## src/rtl/frame_bank_scheduler.sv

```systemverilog
// -----------------------------------------------------------------------------
// frame_bank_scheduler
//
// Ping-pong frame buffer scheduler. Capture writes one RAM bank while this
// block streams the other bank out to a UART, one byte at a time, bracketed by
// a guard gap before and after each frame. A frame-done pulse that arrives
// while a frame is still being sent is dropped and counted (saturating).
//
// Parameters
//   BYTES_PER_FRAME  bytes streamed per frame
//   ADDR_W           RAM read-address width
//   GAP_CYCLES       guard-gap length in Clk cycles (before and after a frame)
//   CNT_W            gap-counter width
//
// Ports
//   Clk               system clock, rising edge
//   i_Rst_n           synchronous active-low reset
//   i_Frame_Done      one-cycle pulse: write bank holds a complete frame
//   i_Rd_Data         RAM read data, valid one cycle after o_Rd_En
//   i_Tx_Busy         UART transmitter busy
//   o_Wr_Bank         bank selected for capture writes
//   o_Rd_Bank         bank selected for reads (always ~o_Wr_Bank)
//   o_Rd_Addr         RAM read address
//   o_Rd_En           RAM read strobe
//   o_Tx_Data         byte handed to the UART
//   o_Tx_Start        one-cycle UART start pulse
//   o_Frame_Indicator high only while idle
//   o_Busy            high whenever not idle
//   o_Drop_Count      number of dropped frames, saturating at 255
// -----------------------------------------------------------------------------
module frame_bank_scheduler #(
  parameter int BYTES_PER_FRAME = 9216,
  parameter int ADDR_W          = 14,
  parameter int GAP_CYCLES      = 62500000,
  parameter int CNT_W           = 26
) (
  input  logic              Clk,
  input  logic              i_Rst_n,
  input  logic              i_Frame_Done,
  input  logic [7:0]        i_Rd_Data,
  input  logic              i_Tx_Busy,
  output logic              o_Wr_Bank,
  output logic              o_Rd_Bank,
  output logic [ADDR_W-1:0] o_Rd_Addr,
  output logic              o_Rd_En,
  output logic [7:0]        o_Tx_Data,
  output logic              o_Tx_Start,
  output logic              o_Frame_Indicator,
  output logic              o_Busy,
  output logic [7:0]        o_Drop_Count
);

  typedef enum logic [2:0] {
    IDLE,
    PRE_GAP,
    RD,
    RD_WAIT,
    WAIT_ACK,
    WAIT_DONE,
    POST_GAP
  } state_t;

  localparam logic [CNT_W-1:0]  GAP_LAST  = CNT_W'(GAP_CYCLES - 1);
  localparam logic [ADDR_W-1:0] ADDR_LAST = ADDR_W'(BYTES_PER_FRAME - 1);

  state_t              state, state_nxt;
  logic [CNT_W-1:0]    gap_cnt, gap_cnt_nxt;
  logic                wr_bank_nxt;
  logic [ADDR_W-1:0]   rd_addr_nxt;
  logic [7:0]          tx_data_nxt;
  logic                tx_start_nxt;
  logic [7:0]          drop_nxt;

  function automatic logic [7:0] sat_inc(input logic [7:0] v);
    return (v == 8'hFF) ? v : v + 8'd1;
  endfunction

  // The read strobe fires in the very cycle the transmitter is seen idle while
  // in RD, so a busy UART stalls the read without losing a cycle once it frees.
  assign o_Rd_En = (state == RD) && !i_Tx_Busy;

  always_comb begin
    state_nxt    = state;
    gap_cnt_nxt  = gap_cnt;
    wr_bank_nxt  = o_Wr_Bank;
    rd_addr_nxt  = o_Rd_Addr;
    tx_data_nxt  = o_Tx_Data;
    tx_start_nxt = 1'b0;
    drop_nxt     = o_Drop_Count;

    // Any frame-done outside IDLE (including the last POST_GAP cycle) is a drop.
    if (i_Frame_Done && (state != IDLE)) begin
      drop_nxt = sat_inc(o_Drop_Count);
    end

    case (state)
      IDLE: begin
        if (i_Frame_Done) begin
          wr_bank_nxt = ~o_Wr_Bank;
          gap_cnt_nxt = '0;
          state_nxt   = PRE_GAP;
        end
      end
      PRE_GAP: begin
        if (gap_cnt == GAP_LAST) begin
          rd_addr_nxt = '0;
          state_nxt   = RD;
        end else begin
          gap_cnt_nxt = gap_cnt + 1'b1;
        end
      end
      RD: begin
        if (!i_Tx_Busy) begin
          state_nxt = RD_WAIT;
        end
      end
      RD_WAIT: begin
        // RAM data for the strobe issued last cycle is on i_Rd_Data now.
        tx_data_nxt  = i_Rd_Data;
        tx_start_nxt = 1'b1;
        state_nxt    = WAIT_ACK;
      end
      WAIT_ACK: begin
        if (i_Tx_Busy) begin
          state_nxt = WAIT_DONE;
        end
      end
      WAIT_DONE: begin
        if (!i_Tx_Busy) begin
          if (o_Rd_Addr < ADDR_LAST) begin
            rd_addr_nxt = o_Rd_Addr + 1'b1;
            state_nxt   = RD;
          end else begin
            rd_addr_nxt = '0;
            gap_cnt_nxt = '0;
            state_nxt   = POST_GAP;
          end
        end
      end
      POST_GAP: begin
        if (gap_cnt == GAP_LAST) begin
          state_nxt = IDLE;
        end else begin
          gap_cnt_nxt = gap_cnt + 1'b1;
        end
      end
      default: begin
        state_nxt = IDLE;
      end
    endcase
  end

  // Register stage: state, counters and every output except the read strobe.
  always_ff @(posedge Clk) begin
    if (!i_Rst_n) begin
      state             <= IDLE;
      gap_cnt           <= '0;
      o_Wr_Bank         <= 1'b0;
      o_Rd_Bank         <= 1'b1;
      o_Rd_Addr         <= '0;
      o_Tx_Data         <= 8'h00;
      o_Tx_Start        <= 1'b0;
      o_Frame_Indicator <= 1'b1;
      o_Busy            <= 1'b0;
      o_Drop_Count      <= 8'h00;
    end else begin
      state             <= state_nxt;
      gap_cnt           <= gap_cnt_nxt;
      o_Wr_Bank         <= wr_bank_nxt;
      o_Rd_Bank         <= ~wr_bank_nxt;
      o_Rd_Addr         <= rd_addr_nxt;
      o_Tx_Data         <= tx_data_nxt;
      o_Tx_Start        <= tx_start_nxt;
      o_Frame_Indicator <= (state_nxt == IDLE);
      o_Busy            <= (state_nxt != IDLE);
      o_Drop_Count      <= drop_nxt;
    end
  end

endmodule

```

## config.mk

```make
export PLATFORM = sky130hd
export DESIGN_NAME = frame_bank_scheduler
export DESIGN_NICKNAME = d
export VERILOG_FILES = /design/src/rtl/frame_bank_scheduler.sv
export SDC_FILE = /design/constraint.sdc
export NUM_CORES = 1
export LEC_CHECK = 0
export ABC_CLOCK_PERIOD_IN_PS = 4000
export CAP_MARGIN = 0
export CORE_ASPECT_RATIO = 1.5
export CORE_MARGIN = 1
export CORE_UTILIZATION = 57
export DETAILED_ROUTE_END_ITERATION = 6
export PLACE_DENSITY = 0.87
export REMOVE_ABC_BUFFERS = 1
export SYNTH_ARGS = -nofsm -noshare
export SYNTH_HDL_FRONTEND = slang
export SYNTH_SLANG_ARGS = --single-unit
```

## constraint.sdc

```tcl
create_clock -name Clk -period 4 [get_ports Clk]
set_input_delay 1 -clock Clk [delete_from_list [all_inputs] [get_ports Clk]]
set_output_delay 1 -clock Clk [all_outputs]
set_load 0.005 [all_outputs]
```

==> metrics, run 1 <==
DRT iter0 DRCs between 200 and 300; Max Cap Viol 0; largest net degree at the start of global routing 32; CTS tree done; Hold Buf Count CTS 0; drt pass-1 iters 5; wire per inst 15.5 um; Crit-path slowest cell clkdlybuf4s50_1; placed instance area 0.00373 mm^2; routed vias/inst slightly above 6; Synth area leader dfxtp_1; ANT cells 0; CP Max Fanout 6; maximum clock insertion buffer count 2; Mapped Area 0.00323 mm^2; YS warnings 0; initial antenna violation count 0; CTS Buf Count 9; full die area 0.00598 mm^2; final max-slew violation count 0; Post-Syn Instances 409; Multi-input gate area 0.00182 mm^2; EDFF count, synth 0; period utilization 0.849; CTS H-tree depth 3; Reg area 0.00128 mm^2; HP Class flop to flop; peak supply drop 0.247 mV; CP cell instances clkdlybuf4s50_1 -> nand2b_1 -> nor2_1 -> clkdlybuf4s50_1; status complete, no violations; ys async rst share 0; top post-synthesis cells by area dfxtp_1, a21oi_1, nand3_1, nand2_1, o21ai_0; r2r worst-path depth 5; clk sinks 64; Fin Hold WS 0.455 ns; crit path time final 3.40 ns; Worst-Margin Slew 0.770 ns; Vias 3,276; nets around 470; worst skew pair latency 0.35 ns; aggregate routed wire length 8130 um; first-pass GRT wire length 13,400 um; Stages on worst setup path 4; root buffer cell clkbuf_8; WS Path Type input port to output port; final setup vio count 0; CP max stage delay 0.53 ns; total track usage 0.286; most frequent CP cell clkdlybuf4s50_1; RePlAce Congestion 0.871; Final Cell Area 0.00390 mm^2; Die Wd ~63 um; RSZ-0062 raised after global routing false; WP data required 3.00 ns; Clock transition at path regs 0.06 ns; Leak 1.29 nW; top_reg_cell synth dfxtp_1; buffers inserted by post-CTS timing repair 0; Synth Register Bits 64; Power per Cell Area 351 mW/mm^2; Fill cells ~440; Final Skew approximately 0.008 ns; post-route DRC violation count 0; CP arrival approximately 2.4 ns; Area Growth Syn to Fin 20.5%; PortBufs 47; Avg Synthesized Cell Area 7.90 um^2; hold path depth 2; Yosys cell types 51; # IOs between 40 and 50; post_cts resized 0; core area 0.00545 mm^2; fmax 294 MHz; startpoint types input port; sequential share of the synthesized area 0.396; vias in the first global route between 2,000 and 3,000; die height 94.2 um; CP bufs+invs 2; Post-DRT Antenna Nets 0; Synth top area share 0.396; Fin Setup TNS 0 ns; layout cells sized above 1 0.0658; Max-slew headroom 0.482; Final HPWL DP 5770 um; Initial Util 0.593; gr ovfl total 0; CP endpoint kind output port; Largest delay share family, worst path buffers and inverters; row count 33; final hold violation count 0
area by class of cell:
class                           instances  area share
Clock buffer                           12      0.0372
Clock inverter                          4     0.00514
Inverter                               10     0.00963
Multi-Input combinational cell        314       0.466
Sequential cell                        64       0.329
Tap cell                               70      0.0225
Timing Repair Buffer                   52       0.130
per-stage QoR:
stage	setup WS [ns]	util	total power [mW]	instances
5_1_grt	0.560	0.715	1.41	526
6_report	0.603	0.715	1.37	526
2_1_floorplan	1.20	-	0.806	388
3_5_place_dp	0.542	0.685	0.892	510
4_1_cts	0.613	0.715	1.37	526
3_3_place_gp	0.571	0.685	0.883	510
worst min-delay path, delay by kind of cell, from the launching register on:
kind / cells / cell delay [ns]
AO/OA/AOI/OAI: 1 / 0.05
flip-flops: 1 / 0.31
AND/OR/NAND/NOR: 1 / 0.05
power by group:
part | total [mW] | switching, mW | internal, mW
Clock | 0.490 | 0.252 | 0.238
Combinational | 0.198 | 0.113 | 0.0846
Sequential | 0.680 | 0.0214 | 0.659
Total | 1.37 | 0.387 | 0.981
cells in the mapped netlist (all sizes together), types with 6 or more instances:
master,number
nor3,12
nor2,29
a31oi,6
nand2,42
clkbuf,16
nand4,12
or3,13
inv,7
dfxtp,64
o21ai,26
nor4,7
a21oi,46
and3,9
and2,6
nand2b,6
nand3,32
logic make-up after synthesis:
family / Yosys count / share of synthesized area
buffers and inverters: 31 / 0.0414
AND/OR/NAND/NOR: 195 / 0.328
multiplexers: 2 / 0.00619
XOR/XNOR: 8 / 0.0217
flip-flops: 64 / 0.396
adder cells (fa/ha/maj): 3 / 0.0116
AO/OA/AOI/OAI: 106 / 0.195
flip-flops by register name, indices dropped and copies added, names as in the netlist:
signal and count:
gap_cnt 26, o_Rd_Addr 14, o_Drop_Count 8, o_Tx_Data 8, state 3, o_Busy 1, o_Frame_Indicator 1, o_Rd_Bank 1
o_Tx_Start 1, o_Wr_Bank 1
cells in the final DEF, fill, tap and decap left out, types with 7 or more instances in the layout:
cell type and count:
clkdlybuf4s50_1 47, inv_1 7, nor3_1 12, nand3_1 32
nor2_1 29, clkbuf_8 10, dfxtp_1 64, and3_1 9
nand4_1 12, a21oi_1 46, or3_1 12, nand2_1 42
o21ai_0 26
layer usage:
layer  global-route usage  part of all wire  routed length (um)
met1                0.304              0.40                3270
met2                0.510              0.52                4240
met3               0.0619             0.049                 398
met4                0.165             0.027                 218
met5                    0                 0                   0
worst paths after layout:
path	start	end	slack [ns]
worst min register to register	o_Tx_Data[2]$_SDFFE_PN0P_	o_Tx_Data[2]$_SDFFE_PN0P_	0.46
worst max register to register	state[1]$_SDFF_PN0_	gap_cnt[18]$_SDFFE_PN0P_	1.22
worst max-delay path	i_Tx_Busy	o_Rd_En	0.60
worst min-delay path	o_Tx_Data[2]$_SDFFE_PN0P_	o_Tx_Data[2]$_SDFFE_PN0P_	0.46
(Power assumes the default switching activity.)
==> inputs of run 2 (changes only) <==
- ABC_CLOCK_PERIOD_IN_PS: 4000 -> 3300
- CORE_UTILIZATION: 57 -> 54
- PLACE_DENSITY: 0.87 -> 0.84
- clock period: 4 -> 3.3 ns (I/O delays scaled with it)
==> run 2 against run 1 <==
  * Utilization shrank 2.6 points
  * Final area grew 2.3%
  * Worst setup slack lost 0.29 ns
  * Total power grew 30%
  * Largest cell class unchanged
  * Largest power group unchanged
==> metrics, run 2 (synthesis results as in run 1) <==
WS Path Type input port to output port; drt pass-1 iters 6; final max-slew violation count 0; placed instance area 0.00378 mm^2; CP arrival 2.16 ns; # IOs 48; worst skew pair latency 0.35 ns; Final Cell Area between 0.003 and 0.004 mm^2; Final WS setup 0.310 ns; CP Launch Point i_Tx_Busy; ANT cells 0; row count 34; core area 0.00579 mm^2; post-route DRC violation count 0; CTS H-tree depth 3; Final Non-Filler Cells 533; PortBufs 47; CP Max Fanout 6; wire per inst 15.4 um; Clock transition at path regs 0.07 ns; final setup vio count 0; root buffer cell clkbuf_8; Reg with most FFs gap_cnt; Final HPWL DP 5800 um; layout cells sized above 1 0.0781; Fin Setup TNS 0 ns; vias in the first global route 3,084; Max Cap Viol 0; Post-DRT Antenna Nets 0; first-pass GRT wire length 13,700 um; RePlAce Congestion 0.872; startpoint types input port; r2r worst-path depth 8; period utilization 0.906; peak supply drop 0.343 mV; Critical path destination o_Rd_En; die height about 97 um; RSZ-0062 raised after global routing false; HP Start o_Tx_Data[7]$_SDFFE_PN0P_; gr ovfl total 0; Reg-to-Reg Start o_Rd_Addr[0]$_SDFFE_PN0P_; Worst-Margin Slew 0.716 ns; full die area 0.00631 mm^2; buffers inserted by post-CTS timing repair 0; crit path time final between 2 and 3 ns; commonest non-fill, non-tap cell in the layout dfxtp_1; Final Skew around 0.0081 ns; status complete, no violations; R2R Setup Slk 0.59 ns; largest net degree at the start of global routing 24; Largest register FFs 26; biggest regs gap_cnt x26, o_Rd_Addr x14; Die Wd between 60 and 70 um; routed vias/inst 6.20; total track usage 0.279; final hold violation count 0; Vias 3,304; CP endpoint kind output port; CTS Buf Count 9; clk sinks 64; nets 472; maximum clock insertion buffer count 2; Critical R2R Capture gap_cnt[4]$_SDFFE_PN0P_; aggregate routed wire length 8200 um; Leak 1.33 nW; fmax 334 MHz; post_cts resized 0; Fill cells between 400 and 500; total power 1.78 mW; Hold Buf Count CTS 0; HP Class flop to flop; CTS tree done; Max-slew headroom 0.522; initial antenna violation count 0; Initial Util 0.559; DRT iter0 DRCs 257; Area Growth Syn to Fin 23.3%; Power per Cell Area 447 mW/mm^2; WP data required 2.47 ns; commonest non-fill, non-tap cells in the layout dfxtp_1, clkdlybuf4s50_1, a21oi_1; dpl ws 0.108 ns; Placed Instances 518
[run 2: changes by cell type in the layout (fill, tap and decap cells not counted), sizes merged]
cell	change
clkinv	-4
buf	+6
clkbuf	+1
bufinv	+1
clkinvlp	+1
[run 2: per-layer routing]
layer	GRT usage	routed length, um	up-vias
met5	0	0	-
met4	0.157	234	0
met3	0.0778	502	25
met2	0.480	4250	124
met1	0.297	3210	1543
li1	-	-	1612
[run 2: critical path, cell delays in order]
cell and delay (ns):
clkdlybuf4s50_1 0.50, nand2b_1 0.20, nor2_1 0.11, clkdlybuf4s50_1 0.53
[run 2: worst min-delay path by stage]
stage | slack [ns] | cells past startpoint | end
2_1_floorplan | 0.44 | 1 | gap_cnt[16]$_SDFFE_PN0P_
3_3_place_gp | 0.44 | 2 | o_Tx_Data[0]$_SDFFE_PN0P_
3_5_place_dp | 0.45 | 2 | o_Tx_Data[7]$_SDFFE_PN0P_
4_1_cts | 0.46 | 2 | o_Tx_Data[7]$_SDFFE_PN0P_
5_1_grt | 0.47 | 2 | o_Tx_Data[7]$_SDFFE_PN0P_
6_report | 0.45 | 2 | o_Tx_Data[7]$_SDFFE_PN0P_
[run 2: area by class of cell]
cell class / count / area (um^2) / area share
clock buffer: 13 / 169 / 0.0424
clock inverter: 2 / 37.5 / 0.00942
inverter: 10 / 37.5 / 0.00942
multi-input combinational: 314 / 1820 / 0.456
sequential: 64 / 1280 / 0.321
tap: 72 / 90.1 / 0.0226
timing repair buffer: 58 / 553 / 0.139
[run 2: where the power goes]
group | switching [mW] | total (mW) | internal (mW) | leakage [nW]
Combinational | 0.144 | 0.258 | 0.114 | 0.715
Sequential | 0.0219 | 0.821 | 0.799 | 0.517
Clock | 0.297 | 0.704 | 0.407 | 0.102
[run 2: through the flow]
step	hold slack, ns	util
4_1_cts	0.456	0.689
3_5_place_dp	0.446	0.653
5_1_grt	0.470	0.689
6_report	0.454	0.689
2_1_floorplan	0.443	-
3_3_place_gp	0.441	0.653
==> inputs of run 3 (changes only) <==
- ABC_AREA: default -> 0
- CORE_UTILIZATION: 54 -> 57
- DONT_BUFFER_PORTS: default -> 1
- PLACE_DENSITY: 0.84 -> 0.76
==> run 3 against run 2 <==
  * Non-clock buffer count fell by 55
  * Flip-flop and latch count is the same
  * Highest routed layer unchanged
  * Via count down 8.9%
  * Total power grew 2.0%
  * Worst setup slack better by 0.21 ns
  * Fmax increased by 7.6%
==> metrics, run 3 (synthesis results as in run 1) <==
status complete, no violations; Die Wd between 60 and 70 um; commonest non-fill, non-tap cells in the layout dfxtp_1, a21oi_1, nand2_1; CP arrival 3.04 ns; Largest delay share family, worst path simple AND/OR/NAND/NOR gates; Power per Cell Area 522 mW/mm^2; maximum clock insertion buffer count 2; Clock transition at path regs 0.07 ns; clk sinks 64; Initial Util 0.593; Flop pwr share 0.456; layout cells sized above 1 0.0688; combinational share of power 0.099; die height roughly 94 um; Worst-Margin Slew 0.917 ns; dpl ws between 0.5 and 0.6 ns; crit path time final 2.78 ns; wire per inst 15.8 um; CP endpoint kind flop; Largest register FFs 26; fmax 360 MHz; CP Launch Point state[1]$_SDFF_PN0_; Reg with most FFs gap_cnt; R2R Setup Slk roughly 0.52 ns; commonest non-fill, non-tap cell in the layout dfxtp_1; peak supply drop 0.483 mV; root buffer cell clkbuf_8; Final WS setup 0.523 ns; CP max stage delay 0.83 ns; Max Cap Viol 0; RSZ-0062 raised after global routing false; Leak about 1.1 nW; CTS H-tree depth 3; full die area 0.00598 mm^2; Area Growth Syn to Fin 7.74%; PortBufs 0; Critical path destination gap_cnt[15]$_SDFFE_PN0P_; period utilization 0.842; Reg-to-Reg Start state[1]$_SDFF_PN0_; Crit-path slowest cell dfxtp_1; initial antenna violation count 0; gr ovfl total 0; CTS tree done; Net Sw Frac 0.250; drt pass-1 iters 4; final max-slew violation count 0; DRT iter0 DRCs 228; vias in the first global route 2,763; first-pass GRT wire length 12,600 um; RePlAce Congestion between 0.8 and 0.9; startpoint types flop; Fin Setup TNS 0 ns; total track usage 0.269; # IOs 48; CP cell instances nor2_1 -> a221o_1 -> or3_4 -> or4_1 -> a21oi_1; core area around 0.0055 mm^2; WS Path Type flop to flop; Final Cell Area 0.00348 mm^2; Stages on worst setup path 5; CP bufs+invs 0; buffers inserted by post-CTS timing repair 0; row count 33; CP Max Fanout 31; WP data required between 3 and 4 ns; ANT cells 0; nets 417; HP Class flop to flop; Post-DRT Antenna Nets 0; Int Power 1.36 mW; Final Skew roughly 0.011 ns; worst skew pair latency 0.34 ns; Clock power frac 0.444; CTS Buf Count 9; Hold Buf Count CTS 0; Max-slew headroom 0.389; routed vias/inst 6.31; Vias around 3,000; r2r worst-path depth 5; largest net degree at the start of global routing 32; Final HPWL DP 5290 um; sw power 0.455 mW; post_cts resized 0; post-route DRC violation count 0; placed instance area 0.00325 mm^2; Core Util, Final 0.639; final hold violation count 0; Critical R2R Capture gap_cnt[15]$_SDFFE_PN0P_; biggest regs gap_cnt x26, o_Rd_Addr x14; final setup vio count 0; aggregate routed wire length 7520 um
run 3: cell types whose count changed in the layout (fill, tap and decap cells not counted), sizes merged:
cell / change
clkinvlp: +1
clkbuf: -2
bufinv: +2
buf: -8
clkdlybuf4s50: -47
run 3: power groups by stage:
stage	Sequential [mW]	Clock, mW	Combinational, mW
after floorplan	0.839	0	0.138
after global placement	0.847	0	0.177
after detailed placement	0.848	0	0.181
after CTS	0.830	0.815	0.183
after global routing	0.833	0.847	0.208
final	0.830	0.808	0.181
run 3: metal layers:
metal	routed length [um]	GRT usage
met4	224	0.129
met5	0	0
met3	301	0.0740
met2	3910	0.471
met1	3090	0.295
run 3: area by class of cell:
| type | count | area [um^2] |
|---|---|---|
| Clock buffer | 11 | 131 |
| Clock inverter | 5 | 105 |
| Fill cell | 485 | 1970 |
| Inverter | 10 | 37.5 |
| Multi-Input combinational cell | 314 | 1820 |
| Sequential cell | 64 | 1280 |
| Tap cell | 70 | 87.6 |
| Timing Repair Buffer | 3 | 22.5 |
run 3: stage by stage:
step	instances	total power, mW	hold WS [ns]
CTS	477	1.83	0.480
finish	477	1.82	0.480
global placement	461	1.02	0.460
floorplan	388	0.977	0.443
detailed placement	461	1.03	0.469
global route	477	1.89	0.497
run 3: worst min-delay path, stage by stage (launching register included):
cell and delay [ns]:
dfxtp_1 0.32, nand2_1 0.06, a21oi_1 0.05
run 3: worst min-delay path by stage:
stage	start	to	cells past startpoint	slack [ns]
after floorplan	gap_cnt[16]$_SDFFE_PN0P_	gap_cnt[16]$_SDFFE_PN0P_	1	0.44
after global placement	gap_cnt[16]$_SDFFE_PN0P_	gap_cnt[16]$_SDFFE_PN0P_	1	0.46
after detailed placement	gap_cnt[16]$_SDFFE_PN0P_	gap_cnt[16]$_SDFFE_PN0P_	1	0.47
after CTS	o_Tx_Data[0]$_SDFFE_PN0P_	o_Tx_Data[0]$_SDFFE_PN0P_	2	0.48
after global routing	o_Tx_Data[3]$_SDFFE_PN0P_	o_Tx_Data[3]$_SDFFE_PN0P_	2	0.50
final	o_Tx_Data[0]$_SDFFE_PN0P_	o_Tx_Data[0]$_SDFFE_PN0P_	2	0.48
